### src/rtl/uart_pkg.sv
// Shared UART definitions: receiver state encoding and the baud accumulator increment
// used by both the receiver and the transmitter.
package uart_pkg;

   typedef enum logic [2:0] {
      RX_IDLE   = 3'd0,
      RX_START  = 3'd1,
      RX_DATA   = 3'd2,
      RX_PARITY = 3'd3,
      RX_STOP   = 3'd4
   } uart_rx_state_t;

   // Rounded fixed-point increment: baud*oversample*2^width / clk_freq
   function automatic logic [63:0] baud_inc(input logic [63:0] clk_freq,
                                            input logic [63:0] baud,
                                            input logic [63:0] oversample,
                                            input logic [63:0] width);
      logic [63:0] num;
      num = (baud * oversample) << width;
      return (num + (clk_freq >> 1)) / clk_freq;
   endfunction

endpackage

### src/rtl/uart_baud_gen.sv
// Fractional accumulator producing one-cycle ticks at OVERSAMPLE x baud.
module uart_baud_gen
   import uart_pkg::*;
#(
   parameter int unsigned CLK_FREQ   = 65000000,
   parameter int unsigned BAUD_RATE  = 230400,
   parameter int unsigned OVERSAMPLE = 16,
   parameter int unsigned ACC_WIDTH  = 16
) (
   input  logic clk,
   input  logic reset_n,
   input  logic clear,
   output logic tick
);

   localparam logic [63:0] INC64 = baud_inc(64'(CLK_FREQ), 64'(BAUD_RATE),
                                            64'(OVERSAMPLE), 64'(ACC_WIDTH));
   localparam logic [ACC_WIDTH:0] INC = INC64[ACC_WIDTH:0];

   logic [ACC_WIDTH:0] acc;

   always_ff @(posedge clk or negedge reset_n) begin
      if (!reset_n) begin
         acc <= '0;
      end else if (clear) begin
         acc <= '0;
      end else begin
         acc <= {1'b0, acc[ACC_WIDTH-1:0]} + INC;
      end
   end

   assign tick = acc[ACC_WIDTH];

endmodule

### src/rtl/uart_receiver.sv
// 8N1 UART receiver, mid-bit sampling with OVERSAMPLE x baud ticks.
// Define UART_RX_PARITY_EN for 9-bit frames with even parity checking.
module uart_receiver
   import uart_pkg::*;
#(
   parameter int unsigned CLK_FREQ   = 65000000,
   parameter int unsigned BAUD_RATE  = 230400,
   parameter int unsigned OVERSAMPLE = 16,
   parameter int unsigned ACC_WIDTH  = 16
) (
   input  logic       clk,
   input  logic       reset_n,
   input  logic       uart_rx,
   output logic [7:0] rx_data,
   output logic       rx_valid,
   output logic       rx_frame_error,
   output logic       rx_parity_error,
   output logic       rx_busy
);

   localparam int unsigned CW = $clog2(OVERSAMPLE);
   localparam logic [CW-1:0] MID  = CW'(OVERSAMPLE / 2 - 1);
   localparam logic [CW-1:0] LAST = CW'(OVERSAMPLE - 1);

   logic rx_meta, rx_s, rx_prev;
   logic tick, baud_clear;

   uart_rx_state_t state, state_n;
   logic [CW-1:0]  sample_cnt, sample_cnt_n;
   logic [2:0]     bitpos, bitpos_n;
   logic [7:0]     shift, shift_n;
   logic           par_err, par_err_n;
   logic [7:0]     rx_data_n;
   logic           valid_n, ferr_n, perr_n;

   always_ff @(posedge clk or negedge reset_n) begin
      if (!reset_n) begin
         rx_meta <= 1'b1;
         rx_s    <= 1'b1;
         rx_prev <= 1'b1;
      end else begin
         rx_meta <= uart_rx;
         rx_s    <= rx_meta;
         rx_prev <= rx_s;
      end
   end

   uart_baud_gen #(
      .CLK_FREQ   (CLK_FREQ),
      .BAUD_RATE  (BAUD_RATE),
      .OVERSAMPLE (OVERSAMPLE),
      .ACC_WIDTH  (ACC_WIDTH)
   ) u_baud_gen (
      .clk     (clk),
      .reset_n (reset_n),
      .clear   (baud_clear),
      .tick    (tick)
   );

   always_ff @(posedge clk or negedge reset_n) begin
      if (!reset_n) begin
         state           <= RX_IDLE;
         sample_cnt      <= '0;
         bitpos          <= '0;
         shift           <= '0;
         par_err         <= 1'b0;
         rx_data         <= '0;
         rx_valid        <= 1'b0;
         rx_frame_error  <= 1'b0;
         rx_parity_error <= 1'b0;
      end else begin
         state           <= state_n;
         sample_cnt      <= sample_cnt_n;
         bitpos          <= bitpos_n;
         shift           <= shift_n;
         par_err         <= par_err_n;
         rx_data         <= rx_data_n;
         rx_valid        <= valid_n;
         rx_frame_error  <= ferr_n;
         rx_parity_error <= perr_n;
      end
   end

   always_comb begin
      state_n      = state;
      sample_cnt_n = sample_cnt;
      bitpos_n     = bitpos;
      shift_n      = shift;
      par_err_n    = par_err;
      rx_data_n    = rx_data;
      valid_n      = 1'b0;
      ferr_n       = 1'b0;
      perr_n       = 1'b0;
      baud_clear   = 1'b0;

      // Outside IDLE the sample counter free-runs on ticks; only START rebases it
      if (state != RX_IDLE && tick) begin
         sample_cnt_n = sample_cnt + 1'b1;
      end

      case (state)
         RX_IDLE: begin
            if (rx_prev && !rx_s) begin
               state_n      = RX_START;
               sample_cnt_n = '0;
               baud_clear   = 1'b1;
            end
         end
         RX_START: begin
            if (tick && sample_cnt == MID) begin
               if (!rx_s) begin
                  state_n      = RX_DATA;
                  sample_cnt_n = '0;
                  bitpos_n     = '0;
                  par_err_n    = 1'b0;
               end else begin
                  state_n = RX_IDLE;
               end
            end
         end
         RX_DATA: begin
            if (tick && sample_cnt == LAST) begin
               shift_n = {rx_s, shift[7:1]};
               if (bitpos == 3'd7) begin
`ifdef UART_RX_PARITY_EN
                  state_n = RX_PARITY;
`else
                  state_n = RX_STOP;
`endif
               end else begin
                  bitpos_n = bitpos + 3'd1;
               end
            end
         end
         RX_PARITY: begin
`ifdef UART_RX_PARITY_EN
            if (tick && sample_cnt == LAST) begin
               par_err_n = rx_s ^ (^shift);
               state_n   = RX_STOP;
            end
`else
            state_n = RX_IDLE;
`endif
         end
         RX_STOP: begin
            if (tick && sample_cnt == LAST) begin
               state_n = RX_IDLE;
               if (rx_s && !par_err) begin
                  rx_data_n = shift;
                  valid_n   = 1'b1;
               end
               ferr_n = !rx_s;
               perr_n = par_err;
            end
         end
         default: state_n = RX_IDLE;
      endcase
   end

   assign rx_busy = (state != RX_IDLE);

endmodule

### config.mk
export PLATFORM = sky130hd
export DESIGN_NAME = uart_receiver
export DESIGN_NICKNAME = d
export VERILOG_FILES = /design/src/rtl/uart_pkg.sv /design/src/rtl/uart_baud_gen.sv /design/src/rtl/uart_receiver.sv
export SDC_FILE = /design/constraint.sdc
export NUM_CORES = 1
export LEC_CHECK = 0
export ABC_CLOCK_PERIOD_IN_PS = 2200
export BUFFER_PORTS_ARGS = -buffer_cell sky130_fd_sc_hd__clkbuf_2
export CORE_ASPECT_RATIO = 0.8
export CORE_UTILIZATION = 40
export CTS_CLUSTER_DIAMETER = 40
export CTS_CLUSTER_SIZE = 16
export DETAILED_ROUTE_END_ITERATION = 6
export GPL_TIMING_DRIVEN = 1
export SLEW_MARGIN = 0
export SYNTH_ARGS = -nofsm -noshare
export SYNTH_HDL_FRONTEND = slang
export SYNTH_SLANG_ARGS = --single-unit
### constraint.sdc
create_clock -name clk -period 2.2 [get_ports clk]
set_input_delay 0.11 -clock clk [delete_from_list [all_inputs] [get_ports clk]]
set_output_delay 0.11 -clock clk [all_outputs]
set_load 0.05 [all_outputs]
==> insert_results.sql <==
INSERT INTO impl_metrics (metric_group, metric, value, unit) VALUES
('outcome', 'status', 'finished with violations', ''),
('outcome', 'failing_checks', 'design-rule violations', ''),
('clock_network', 'resized_cells_post_cts', '0', ''),
('timing', 'min_period', '1977', 'ps'),
('clock_network', 'clk-insertion-delay-late', '300', 'ps'),
('placement', 'dp.final_hpwl', '2678', 'um'),
('worst_hold_path', 'worstHoldPathCells', '0', ''),
('global_route', 'grt_pass1_wl', '6568', 'um'),
('logic_synthesis', 'average_size_of_a_mapped_cell', '11.82', 'sq um'),
('timing', 'report.final.setup_viol', '0', ''),
('critical_path', 'critical_path_peak_fanout', '9', ''),
('routing', 'drt.antenna.violating_nets', '0', ''),
('timing', 'setup_clock_skew_after_layout', '4.964', 'ps'),
('critical_path', 'timing.critical_path.to_type', 'flip-flop', ''),
('routing', 'routed_wire_length_per_instance', '14.31', 'um'),
('timing', 'timing.max_slew.rel_slack', '49.49', '%'),
('critical_path', 'required', '2400', 'ps'),
('timing', 'maxClockFrequency', '0.5058', 'GHz'),
('logic_synthesis', 'synth_edf_count', '0', ''),
('logic_synthesis', 'synth_seq_cells', '48', ''),
('logic_synthesis', 'synthArstFlopShare', '100.0', '%'),
('layout', 'post_route_cells_drive_above_1_share', '23.53', '%'),
('critical_path', 'cp.arrival', '2170', 'ps'),
('global_route', 'grt.overflow.total', '0', ''),
('pwr', 'sw_frac_of_total', '33.11', '%'),
('logic_synthesis', 'postSynthNetCount', '191', ''),
('worst_hold_path', 'worstHoldEndpoint', 'rx_s', ''),
('logic_synthesis', 'synth.yosys.warnings', '0', ''),
('clock_network', 'cts-buffers-inserted', '5', ''),
('critical_path', 'r2r-start', 'sample_cnt[0]', ''),
('layout', 'fillerInstances', '458', ''),
('critical_path', 'critical_path.startpoint_type', 'flip-flop', ''),
('layout', 'area.growth.synth_to_final', '11.80', '%'),
('placement', 'routability_congestion_estimate', '0.7814', ''),
('die', 'fp-row-count', '23', ''),
('routing', 'initialDrtViolationCount', '127', ''),
('pwr', 'report.power.total', '2466', 'uW'),
('worst_hold_path', 'beginning_of_the_worst_hold_path', 'rx_meta', ''),
('logic_synthesis', 'synth_cells', '184', ''),
('logic_synthesis', 'synth_cell_type_count', '42', ''),
('critical_path', 'r2r.worst_path.cells', '4', ''),
('logic_synthesis', 'synthesis.area', '2175', 'sq um'),
('placement', 'dp_worst_slack', '231.3', 'ps'),
('critical_path', 'crit_path_max_incr_delay', '640', 'ps'),
('logic_synthesis', 'synth_top_cells_by_area', 'sky130_fd_sc_hd__dfrtp_1 52%, sky130_fd_sc_hd__mux2_4 5.5%, sky130_fd_sc_hd__mux2_2 4.7%', ''),
('clock_network', 'buffer_levels_on_the_longest_clock_path', '2', ''),
('timing', 'final_max_tran_viols', '0', ''),
('critical_path', 'timing.setup.critical_path_class', 'reg2reg', ''),
('timing', 'finalSetupTns', '0', 'ps'),
('clock_network', 'root_buffer', 'sky130_fd_sc_hd__clkbuf_8', ''),
('pwr', 'power_report.internal_total', '1649', 'uW'),
('pwr', 'cellPowerDensity', '1014', 'nW/um^2'),
('critical_path', 'critPathBufInv', '0', ''),
('global_route', 'via_count_of_the_first_global_routing_pass', '1437', ''),
('logic_synthesis', 'synth_top_cell_area_share', '51.78', '%'),
('critical_path', 'critPathSlowestCell', 'sky130_fd_sc_hd__or3_1', ''),
('layout', 'total_area_of_multi_input_combinational_cells', '907.1', 'sq um'),
('die', 'floorplan.die_area', '5737', 'sq um'),
('layout', 'sequential_standard_cell_area', '1205', 'sq um'),
('placement', 'io_buffer_count', '13', ''),
('die', 'io_pins', '15', ''),
('clock_network', 'cts_tree', 'done', ''),
('clock_network', 'cts_setup_buffers', '0', ''),
('timing', 'grt_setup_unrepaired', 'no', ''),
('global_route', 'number_of_antenna_violations_at_the_first_check_in_global_routing', '0', ''),
('global_route', 'grt_max_degree', '32', ''),
('pwr', 'power_switching', '816.5', 'uW'),
('routing', 'post-route-drc-count', '1', ''),
('clock_network', 'ctsHtreeMaxLevel', '2', ''),
('logic_synthesis', 'share_of_synthesized_area_occupied_by_flip_flops_and_latches', '55.41', '%'),
('layout', 'diodes_inserted', '0', '');
## registers in the layout (all words and copies together) (netlist names)
| signal | count |
|---|---|
| rx_prev | 1 |
| u_baud_gen.acc | 17 |
| rx_data | 8 |
| rx_valid | 1 |
| rx_frame_error | 1 |
| shift | 8 |
| bitpos | 3 |
| sample_cnt | 4 |
| rx_meta | 1 |
| state | 3 |
| rx_s | 1 |
## power groups by stage
stage / Combinational [uW] / Clock (uW) / Sequential (uW)
2_1_floorplan: 442 / 0 / 1230
3_3_place_gp: 506 / 0 / 1260
3_5_place_dp: 546 / 0 / 1280
4_1_cts: 551 / 669 / 1260
5_1_grt: 633 / 703 / 1300
6_report: 542 / 653 / 1270
## area by class of cell
cell class	instances	area share (%)
Sequential cell	48	49.56
Multi-Input combinational cell	125	37.31
Timing Repair Buffer	18	4.426
Tap cell	62	3.191
Clock buffer	5	2.831
Clock inverter	3	1.904
Inverter	5	0.7720
## cell families (layout without fill, tap and decap cells)
logic type | Yosys count | count (layout) | synth area share, %
other | 1 | 1 | 0.1724
muxes | 18 | 18 | 10.64
AOI/OAI and AO/OA | 32 | 32 | 10.07
buffers and inverters | 11 | 31 | 2.877
DFF | 48 | 48 | 55.41
adders and majority gates | 4 | 4 | 2.302
and+or+nand+nor | 61 | 61 | 14.90
xor gates and xnor gates | 9 | 9 | 3.625
## worst max-delay path by stage
| stage | slack, ps | startpoint | cells past startpoint | to |
|---|---|---|---|---|
| 2_1_floorplan | 520 | sample_cnt[0] | 5 | shift[0] |
| 3_3_place_gp | 320 | sample_cnt[0] | 4 | shift[5] |
| 3_5_place_dp | 230 | sample_cnt[0] | 4 | shift[2] |
| 4_1_cts | 220 | sample_cnt[0] | 4 | shift[2] |
| 5_1_grt | 110 | sample_cnt[0] | 4 | shift[0] |
| 6_report | 220 | sample_cnt[0] | 4 | shift[2] |
## metal layers
layer / vias up / GRT usage [%] / part of all wire, %
li1: 692 / - / -
met1: 718 / 18.61 / 48
met2: 32 / 24.80 / 46
met3: 6 / 3.739 / 4.2
met4: 0 / 7.839 / 1.6
met5: - / 0 / 0
## layout by cell type (no fill, tap or decap), types with 4 or more instances in the layout
| cell | n |
|---|---|
| sky130_fd_sc_hd__nand2_1 | 14 |
| sky130_fd_sc_hd__ha_1 | 4 |
| sky130_fd_sc_hd__inv_1 | 5 |
| sky130_fd_sc_hd__mux2_2 | 9 |
| sky130_fd_sc_hd__mux2_4 | 8 |
| sky130_fd_sc_hd__nand4_1 | 4 |
| sky130_fd_sc_hd__a21oi_1 | 9 |
| sky130_fd_sc_hd__o31ai_1 | 5 |
| sky130_fd_sc_hd__clkbuf_2 | 13 |
| sky130_fd_sc_hd__o21ai_0 | 6 |
| sky130_fd_sc_hd__nor2_1 | 16 |
| sky130_fd_sc_hd__dfrtp_1 | 45 |
| sky130_fd_sc_hd__xor2_1 | 9 |
| sky130_fd_sc_hd__clkbuf_8 | 5 |
## through the flow
stage	instances	hold slack (ps)
after CTS	266	361.4
final	266	360.3
after floorplan	184	-185.6
after detailed placement	256	198.8
after global routing	266	368.1
after global placement	256	199.6
## synthesized netlist by cell type (2+ instances only)
master	n
sky130_fd_sc_hd__buf_2	2
sky130_fd_sc_hd__mux2_2	9
sky130_fd_sc_hd__nor3_1	3
sky130_fd_sc_hd__mux2_4	8
sky130_fd_sc_hd__nor2_1	16
sky130_fd_sc_hd__inv_1	5
sky130_fd_sc_hd__nand4b_1	2
sky130_fd_sc_hd__or3_1	3
sky130_fd_sc_hd__buf_4	3
sky130_fd_sc_hd__ha_1	4
sky130_fd_sc_hd__nand2_1	14
sky130_fd_sc_hd__o31ai_1	5
sky130_fd_sc_hd__nand3_1	3
sky130_fd_sc_hd__xor2_1	9
sky130_fd_sc_hd__a21oi_1	9
sky130_fd_sc_hd__nand2b_1	3
sky130_fd_sc_hd__nor4_1	3
sky130_fd_sc_hd__o21ai_0	6
sky130_fd_sc_hd__and2_1	2
sky130_fd_sc_hd__a22o_1	2
sky130_fd_sc_hd__dfstp_2	3
sky130_fd_sc_hd__a211o_1	2
sky130_fd_sc_hd__nand4_1	4
sky130_fd_sc_hd__o211ai_1	2
sky130_fd_sc_hd__dfrtp_1	45
(Power assumes the default switching activity.)
